File: src/rtl/wall_layer_merge_if.sv
// Sample-in / packet-out bundle for wall_layer_merge.
// slave = the merge block, master = the upstream checkers plus the downstream renderer.
interface wall_layer_merge_if #(
    parameter int LAYERS = 5
);
    localparam int LW = (LAYERS > 1) ? $clog2(LAYERS) : 1;

    logic                  in_valid;
    logic                  in_ready;
    logic [9:0]            in_col;
    logic [LAYERS-1:0]     in_en;
    logic [10*LAYERS-1:0]  in_x;
    logic [10*LAYERS-1:0]  in_y;
    logic [10*LAYERS-1:0]  in_z;

    logic                  wr_valid;
    logic                  wr_ready;
    logic [9:0]            wr_col;
    logic                  wr_hit;
    logic [LW-1:0]         wr_layer;
    logic [5:0]            wr_u;
    logic [5:0]            wr_v;

    modport slave (
        input  in_valid, in_col, in_en, in_x, in_y, in_z, wr_ready,
        output in_ready, wr_valid, wr_col, wr_hit, wr_layer, wr_u, wr_v
    );

    modport master (
        output in_valid, in_col, in_en, in_x, in_y, in_z, wr_ready,
        input  in_ready, wr_valid, wr_col, wr_hit, wr_layer, wr_u, wr_v
    );
endinterface

File: src/rtl/wall_layer_merge.sv
// Nearest-layer select per screen column, one-stage register, show-ahead packet FIFO.
// Optional hit/miss counters are built when WALL_MERGE_STATS_EN is defined.
module wall_layer_merge #(
    parameter int LAYERS     = 5,
    parameter int FIFO_DEPTH = 8
) (
    input  logic                clk,
    input  logic                rst,
    wall_layer_merge_if.slave   bus
`ifdef WALL_MERGE_STATS_EN
    ,
    input  logic                stats_clr,
    output logic [15:0]         hit_count,
    output logic [15:0]         miss_count
`endif
);
    localparam int LW = (LAYERS > 1) ? $clog2(LAYERS) : 1;
    localparam int AW = $clog2(FIFO_DEPTH);
    localparam int CW = AW + 1;

    typedef struct packed {
        logic [9:0]    col;
        logic          hit;
        logic [LW-1:0] layer;
        logic [5:0]    u;
        logic [5:0]    v;
    } pkt_t;

    logic            accept;
    logic            s1_valid;
    pkt_t            s1_pkt;
    pkt_t            s1_next;
    logic            push;
    logic            pop;
    logic [AW-1:0]   wr_ptr;
    logic [AW-1:0]   rd_ptr;
    logic [CW-1:0]   count;
    pkt_t            head;
    pkt_t            mem [FIFO_DEPTH];

    logic            sel_found;
    logic signed [9:0] sel_z;
    logic [LW-1:0]   sel_idx;
    logic [5:0]      sel_u;
    logic [5:0]      sel_v;

    // Strict less-than keeps the earliest lane on equal depth.
    // NOTE: combinational blocks use blocking '=' so later loop iterations see earlier results.
    always_comb begin
        sel_found = 1'b0;
        sel_z     = '0;
        sel_idx   = '0;
        sel_u     = '0;
        sel_v     = '0;
        for (int i = 0; i < LAYERS; i++) begin
            if (bus.in_en[i] && (!sel_found || $signed(bus.in_z[10*i +: 10]) < sel_z)) begin
                sel_found = 1'b1;
                sel_z     = $signed(bus.in_z[10*i +: 10]);
                sel_idx   = LW'(i);
                sel_u     = bus.in_x[10*i +: 6];
                sel_v     = bus.in_y[10*i +: 6];
            end
        end
    end

    always_comb begin
        s1_next     = '0;
        s1_next.col = bus.in_col;
        if (sel_found) begin
            s1_next.hit   = 1'b1;
            s1_next.layer = sel_idx;
            s1_next.u     = sel_u;
            s1_next.v     = sel_v;
        end
    end

    // Ready threshold leaves room for the entry still sitting in stage 1.
    assign bus.in_ready = !rst && (count <= CW'(FIFO_DEPTH - 2));
    assign accept       = bus.in_valid && bus.in_ready;
    assign push         = s1_valid;
    assign pop          = bus.wr_valid && bus.wr_ready;

    // NOTE: sequential state uses non-blocking '<=' so every register samples pre-edge values.
    always_ff @(posedge clk) begin
        if (rst) s1_valid <= 1'b0;
        else     s1_valid <= accept;
    end

    // NOTE: payload registers and the FIFO array carry no reset; only the valid/pointer state does.
    always_ff @(posedge clk) begin
        if (accept) s1_pkt <= s1_next;
    end

    always_ff @(posedge clk) begin
        if (push) mem[wr_ptr] <= s1_pkt;
    end

    always_ff @(posedge clk) begin
        if (rst) begin
            wr_ptr <= '0;
            rd_ptr <= '0;
            count  <= '0;
        end else begin
            if (push) wr_ptr <= wr_ptr + 1'b1;
            if (pop)  rd_ptr <= rd_ptr + 1'b1;
            case ({push, pop})
                2'b10:   count <= count + 1'b1;
                2'b01:   count <= count - 1'b1;
                default: count <= count;
            endcase
        end
    end

    // Outputs read as zero whenever the buffer is empty, including right after reset.
    assign head         = (count != '0) ? mem[rd_ptr] : '0;
    assign bus.wr_valid = (count != '0);
    assign bus.wr_col   = head.col;
    assign bus.wr_hit   = head.hit;
    assign bus.wr_layer = head.layer;
    assign bus.wr_u     = head.u;
    assign bus.wr_v     = head.v;

    logic unused_lane_bits;
    assign unused_lane_bits = ^{bus.in_x, bus.in_y};

`ifdef WALL_MERGE_STATS_EN
    // Clear beats a coincident increment; both counters stick at all-ones.
    always_ff @(posedge clk) begin
        if (rst || stats_clr) begin
            hit_count  <= '0;
            miss_count <= '0;
        end else if (push) begin
            if (s1_pkt.hit && hit_count != 16'hFFFF)    hit_count  <= hit_count + 1'b1;
            if (!s1_pkt.hit && miss_count != 16'hFFFF)  miss_count <= miss_count + 1'b1;
        end
    end
`endif
endmodule

File: src/flat_wrapper.sv
// flat-port wrapper written by rule: the top's interface ports become plain ports
module wall_layer_merge_flat 
#(
    parameter int LAYERS     = 5,
    parameter int FIFO_DEPTH = 8
)
  (clk, rst, bus_in_valid, bus_in_col, bus_in_en, bus_in_x, bus_in_y, bus_in_z, bus_wr_ready, bus_in_ready, bus_wr_valid, bus_wr_col, bus_wr_hit, bus_wr_layer, bus_wr_u, bus_wr_v);
  wall_layer_merge_if #(.LAYERS(LAYERS)) bus_i ();
  input  logic clk;
  input  logic rst;
  input wire logic [$bits(bus_i.in_valid)-1:0] bus_in_valid;
  input wire logic [$bits(bus_i.in_col)-1:0] bus_in_col;
  input wire logic [$bits(bus_i.in_en)-1:0] bus_in_en;
  input wire logic [$bits(bus_i.in_x)-1:0] bus_in_x;
  input wire logic [$bits(bus_i.in_y)-1:0] bus_in_y;
  input wire logic [$bits(bus_i.in_z)-1:0] bus_in_z;
  input wire logic [$bits(bus_i.wr_ready)-1:0] bus_wr_ready;
  output wire logic [$bits(bus_i.in_ready)-1:0] bus_in_ready;
  output wire logic [$bits(bus_i.wr_valid)-1:0] bus_wr_valid;
  output wire logic [$bits(bus_i.wr_col)-1:0] bus_wr_col;
  output wire logic [$bits(bus_i.wr_hit)-1:0] bus_wr_hit;
  output wire logic [$bits(bus_i.wr_layer)-1:0] bus_wr_layer;
  output wire logic [$bits(bus_i.wr_u)-1:0] bus_wr_u;
  output wire logic [$bits(bus_i.wr_v)-1:0] bus_wr_v;
  assign bus_i.in_valid = bus_in_valid;
  assign bus_i.in_col = bus_in_col;
  assign bus_i.in_en = bus_in_en;
  assign bus_i.in_x = bus_in_x;
  assign bus_i.in_y = bus_in_y;
  assign bus_i.in_z = bus_in_z;
  assign bus_i.wr_ready = bus_wr_ready;
  assign bus_in_ready = bus_i.in_ready;
  assign bus_wr_valid = bus_i.wr_valid;
  assign bus_wr_col = bus_i.wr_col;
  assign bus_wr_hit = bus_i.wr_hit;
  assign bus_wr_layer = bus_i.wr_layer;
  assign bus_wr_u = bus_i.wr_u;
  assign bus_wr_v = bus_i.wr_v;
  wall_layer_merge #(.LAYERS(LAYERS), .FIFO_DEPTH(FIFO_DEPTH)) u_core (.clk(clk), .rst(rst), .bus(bus_i));
endmodule
File: config.mk
export PLATFORM = sky130hd
export DESIGN_NAME = wall_layer_merge_flat
export DESIGN_NICKNAME = d
export VERILOG_FILES = /design/src/rtl/wall_layer_merge_if.sv /design/src/rtl/wall_layer_merge.sv /design/src/flat_wrapper.sv
export SDC_FILE = /design/constraint.sdc
export NUM_CORES = 1
export LEC_CHECK = 0
export CAP_MARGIN = 20
export CORE_ASPECT_RATIO = 0.6
export CORE_MARGIN = 4
export CORE_UTILIZATION = 53
export DETAILED_ROUTE_END_ITERATION = 16
export PLACE_DENSITY = 0.87
export SLEW_MARGIN = 15
export SYNTH_ARGS = -nofsm -noshare
export SYNTH_HDL_FRONTEND = slang
export SYNTH_SLANG_ARGS = --single-unit
export TNS_END_PERCENT = 5
File: constraint.sdc
create_clock -name clk -period 14.1 [get_ports clk]
set_clock_uncertainty 0.1 [all_clocks]
set_input_delay 2.115 -clock clk [delete_from_list [all_inputs] [get_ports clk]]
set_output_delay 2.115 -clock clk [all_outputs]
set_load 0.01 [all_outputs]
==> results.toml <==
[outcome]
outcome = "completed"

[critical_path]
worstPathRequired_ns = 14.25
start_kind = "primary input"
critPathCaptureType = "flop"
slowest_stage = "clkdlybuf4s50_1"
crit_top_cell = "nand2_1"
slowest_delay_ns = 1.09
critPathMaxFanout = 26
cp.arrival_ns = 13.14
worstSetupPathType = "primary input to flop"

[power]
pwr-share-comb_pct = 29.8
clkPwrFrac_pct = 27.8
pwr-share-seq_pct = 42.4
pwr_density_cell_mw_per_mm2 = 149
total_power_mw = 2.12
p_sw_share_pct = 27.9
p_leak_nw = 4.80
switchingPower_uw = 591
ir_drop_uv = 191
internal_power_mw = 1.53

[floorplanning]
rows = 41
ios = 197
die_y_um = 122
initial_core_util_pct = 54.3
fp.dieArea_sq_mm = 0.0242
coreArea_sq_mm = 0.0211
die_w_um = 198

[grt]
antenna_found_initial = 0
grt_use_met2_pct = 35.5
grt_pass1_vias = 7073
grt_pass1_wl_mm = 41.5
grt-ovfl-total = 0
grt_usage_pct = 22.6
busiest_layer = "met2"
grtUsageMet3_pct = 3.81
grt_max_degree = 53
use_met1_pct = 34.0

[cts]
htree_levels = 1
cts_resized = 0
post-cts-setup-buffer-count = 0
cts_hold_buf = 0
clock-sinks = 248
clock_latency_ns = 0.50
root_buffer = "clkbuf_16"
cts_tree = "done"
cts.clk_slew.worst_paths_ns = 0.07
cts_buffers = 21
cts_buffer_depth = 3

[routing]
drc = 0
routed_wl_mm = 27.6
drtAntennaViolNets = 0
drt_iter0_markers = 717
dr.pass1.iters = 5
wl_per_cell_um = 23.6
viasPerCell = 6.00
via_count = 7011

[cells_and_area]
fin_area_sq_mm = 0.0142
final.fill_count = 1426
fin_nets = 1087
antennaDiodeCount = 0
drive_gt1_share_pct = 17.9
syn_to_final_growth_pct = 23.3

[logic_synthesis]
postSynth.asyncResetShare_pct = 0
ys_seq_area_share_pct = 63.6
ys_ff_latch = 248
synth_fp_nets = 922
yosys_warnings = 0
avgSynthCellArea_sq_um = 16.2
synth_edf_count = 234
synth_top_family_by_area = "multiplexers"
synthCells = 711
netlist_area_sq_mm = 0.0115
synth-simple-area-share_pct = 5.13
ys_types = 58
synth-xor-area-share_pct = 0.534
synthMuxAreaShare_pct = 17.4
synth_compound_area_share_pct = 6.45
yosys.area_share.adder_pct = 4.64
ys.flop_type = "edfxtp_1"

[sta]
layout_min_cycle_time_ns = 12.98
tightestPinTransition_ns = 0.988
rsz0062_at_grt = "no"
slew_violations = 0
holdWs_ns = 0.434
hold_viol = 0
setup_tns_ns = 0
worst_slack_ns = 1.12
max-slew-margin-rel_pct = 34.1
setup_violations = 0
period_share_pct = 92.1
fmax_ghz = 0.0770

[placed_design]
dp_slack_ns = 0.626
portBuffers = 156
routabilityCongestion = 0.945
place_hpwl_mm = 18.1
placed_area_sq_mm = 0.0134

[min_path]
min_path_type = "flop to flop"

[flow_run]
cap_viol_max_count = 0
[cell type report]
class	instances	area (sq um)	share of cell area (%)
Multi-Input combinational cell	402	3970	28.0
Clock buffer	28	562	3.97
Clock inverter	9	130	0.919
Sequential cell	248	7310	51.6
Timing Repair Buffer	176	1740	12.3
Inverter	27	101	0.715
Tap cell	279	349	2.46
[worst max-delay path, delay by kind of cell]
kind / cells / cell delay (ns)
compound gates: 15 / 4.50
fa+ha+maj: 4 / 1.28
simple gates: 10 / 2.39
mux: 3 / 1.13
buf+inv: 4 / 1.67
[per-stage QoR]
stage | util (%) | cells
floorplan | - | 711
global placement | 63.6 | 1131
detailed placement | 63.6 | 1131
CTS | 66.8 | 1168
global route | 67.0 | 1169
finish | 67.0 | 1169
[path summary, 6_finish.rpt]
check | startpoint | end | slack (ns) | cells past startpoint
setup / recovery | bus_in_en[0] | u_core.s1_pkt[6] | 1.12 | 36
hold reg to reg | u_core.count[3] | u_core.count[3] | 0.43 | 2
setup reg to reg | u_core.count[0] | u_core.count[3] | 11.07 | 11
hold / removal | u_core.count[3] | u_core.count[3] | 0.43 | 2
[power by group through the flow]
stage               registers (mW)  logic, mW  clock network (mW)
floorplan                    0.890      0.386                   0
global placement             0.934      0.585                   0
detailed placement           0.939      0.597                   0
CTS                          0.923      0.602               0.600
global route                 0.903      0.681               0.631
finish                       0.898      0.632               0.588
[flip-flops by register name, indices dropped and copies added, names as in the netlist, named ones only]
name and count:
u_core.count 4, u_core.mem 208, u_core.push 1, u_core.rd_ptr 3
u_core.s1_pkt 26, u_core.wr_ptr 3
[routing by layer]
metal / routed length [um] / vias to the layer above
met3: 1930 / 44
met5: 0 / -
li1: - / 3148
met4: 537 / 0
met2: 12900 / 281
met1: 12200 / 3538
[logic make-up after synthesis]
group | count (synthesis)
compound gates | 104
buf+inv | 61
flops | 248
mux | 124
simple gates | 125
xor+xnor | 7
fa+ha+maj | 42
[cells in the mapped netlist (3+ instances only)]
cell type	n	area share, %
a21o_1	8	0.52
a21oi_1	13	0.57
a31oi_1	3	0.16
a32oi_1	12	0.92
and2_1	4	0.22
buf_1	8	0.26
buf_6	3	0.29
clkbuf_1	20	0.65
dfxtp_1	14	2.4
edfxtp_1	234	61
ha_1	41	4.5
inv_1	27	0.88
mux2_2	18	1.8
mux2_4	16	2.1
mux2i_1	38	3.3
mux4_2	52	10
nand2_1	37	1.2
nand2b_1	4	0.22
nand3_1	3	0.13
nand4_1	5	0.27
nor2_1	51	1.7
nor2b_1	3	0.16
nor3_1	4	0.17
nor4_1	3	0.16
o21ai_0	41	1.8
o311a_1	3	0.26
or3_1	3	0.16
xnor2_1	3	0.23
xor2_1	4	0.30
[cells in the final DEF (no fill, tap or decap), drive strengths merged, types with 5 or more instances in the layout]
cell and n:
nand2 37, mux4 52, dfxtp 14, a21oi 13, ha 41, a32oi 12
o21ai 41, edfxtp 234, buf 20, clkdlybuf4s50 156, nand4 5, mux2i 38
nor2 51, a21o 8, clkbuf 28, mux2 34, inv 28
Power figures use the tool's default switching activity.
==> RTL edit (same flow settings) <==
`FIFO_DEPTH` is set to 8 in 2 places; all go to 4.
--- a/src/rtl/wall_layer_merge.sv
+++ b/src/rtl/wall_layer_merge.sv
@@ -2,7 +2,7 @@
 // Optional hit/miss counters are built when WALL_MERGE_STATS_EN is defined.
 module wall_layer_merge #(
     parameter int LAYERS     = 5,
-    parameter int FIFO_DEPTH = 8
+    parameter int FIFO_DEPTH = 4
 ) (
     input  logic                clk,
     input  logic                rst,
--- a/src/flat_wrapper.sv
+++ b/src/flat_wrapper.sv
@@ -2,7 +2,7 @@
 module wall_layer_merge_flat 
 #(
     parameter int LAYERS     = 5,
-    parameter int FIFO_DEPTH = 8
+    parameter int FIFO_DEPTH = 4
 )
   (clk, rst, bus_in_valid, bus_in_col, bus_in_en, bus_in_x, bus_in_y, bus_in_z, bus_wr_ready, bus_in_ready, bus_wr_valid, bus_wr_col, bus_wr_hit, bus_wr_layer, bus_wr_u, bus_wr_v);
   wall_layer_merge_if #(.LAYERS(LAYERS)) bus_i ();
Formal check against the unedited RTL: not equivalent (Yosys sat finds a counterexample within 10 cycles, from zero or initial values and one cycle with rst high).
==> RTL edit against the original RTL <==
  * Synthesized area is 37% lower
  * Design area is 32% lower
  * Sequential cell count is 108 lower
  * Routed wire length is 36% lower
  * Combinational power is 28% lower
  * Via count is 30% lower
  * Total power is 29% lower
  * Worst setup slack better by 0.87 ns
  * Critical path type unchanged
  * Largest cell class unchanged
  * Largest power group unchanged
==> RTL edit: results <==
[setup_path]
rr_worst_depth = 8
regToRegSetupSlack_ns = 11.19
cpPeakStageDelay_ns = 1.07
top_fanout_value_on_the_critical_path = 38
cp_data_arrival_time_ns = 12.18

[drt]
wl_per_cell_microns = 20.3
wl_met1_microns = 6980
route.detailed.vias_per_inst = 5.69
wl_met2_microns = 8820
vias = 4931

[power]
clock_net_power_mw = 0.502
p_seq_share_pct = 36.1
pwr-share-clk_pct = 33.6
vdd.ir_drop.worst_mv = 0.102

[sta]
timing.slew.headroom_pct = 31.7
holdWs_ns = 0.398
timing.final.crit_period_ns = 12.11

[global_routing]
grt_use_met3_pct = 6.69
vias_in_the_first_global_route = 5087

[synth]
adder_cell_share_of_the_synthesized_area_pct = 7.31
yosys-top-cells-count = sky130_fd_sc_hd__edfxtp_1, sky130_fd_sc_hd__nor2_1, sky130_fd_sc_hd__a21oi_1
synth_cell_type_count = 52
synth.avg_cell_area_sq_um = 13.9

[min_path]
timing.hold.worst.start = u_core.s1_pkt[2]$_SDFFCE_PN0P_
worstHoldPathCells = 0

[clock_network]
tritoncts.num_buffers = 17
clock_tree.htree_level_count = 4
clock_insertion_delay_worst_skew_ns = 0.41
max-clock-path-buffers = 2

[place]
dp_cells = 834
pre_cts_slack_ns = 1.74
dpl_cell_area_sq_mm = 0.00897

[run_status]
result_of_the_run = complete, no violations
RTL edit: cell types whose count changed after synthesis, moves of 11 or more:
cell,change
sky130_fd_sc_hd__edfxtp_1,-104
sky130_fd_sc_hd__a21oi_1,+30
sky130_fd_sc_hd__and2_1,+29
sky130_fd_sc_hd__mux2i_1,-28
sky130_fd_sc_hd__mux4_2,-26
sky130_fd_sc_hd__o21ai_0,-26
sky130_fd_sc_hd__a32oi_1,-12
sky130_fd_sc_hd__mux2_2,-11
RTL edit: worst max-delay path, delay by kind of cell:
| family | cells | cell delay, ns |
|---|---|---|
| compound gates | 18 | 4.98 |
| xor+xnor | 1 | 0.30 |
| fa+ha+maj | 4 | 1.27 |
| buf+inv | 3 | 1.54 |
| mux | 2 | 0.79 |
| simple gates | 7 | 1.16 |
RTL edit: area by class of cell:
type / count / area [sq um]
tap: 170 / 213
sequential: 140 / 4110
inverter: 21 / 78.8
fill: 813 / 3490
clock inverter: 15 / 246
clock buffer: 17 / 425
multi-input combinational: 339 / 2950
timing repair buffer: 164 / 1620
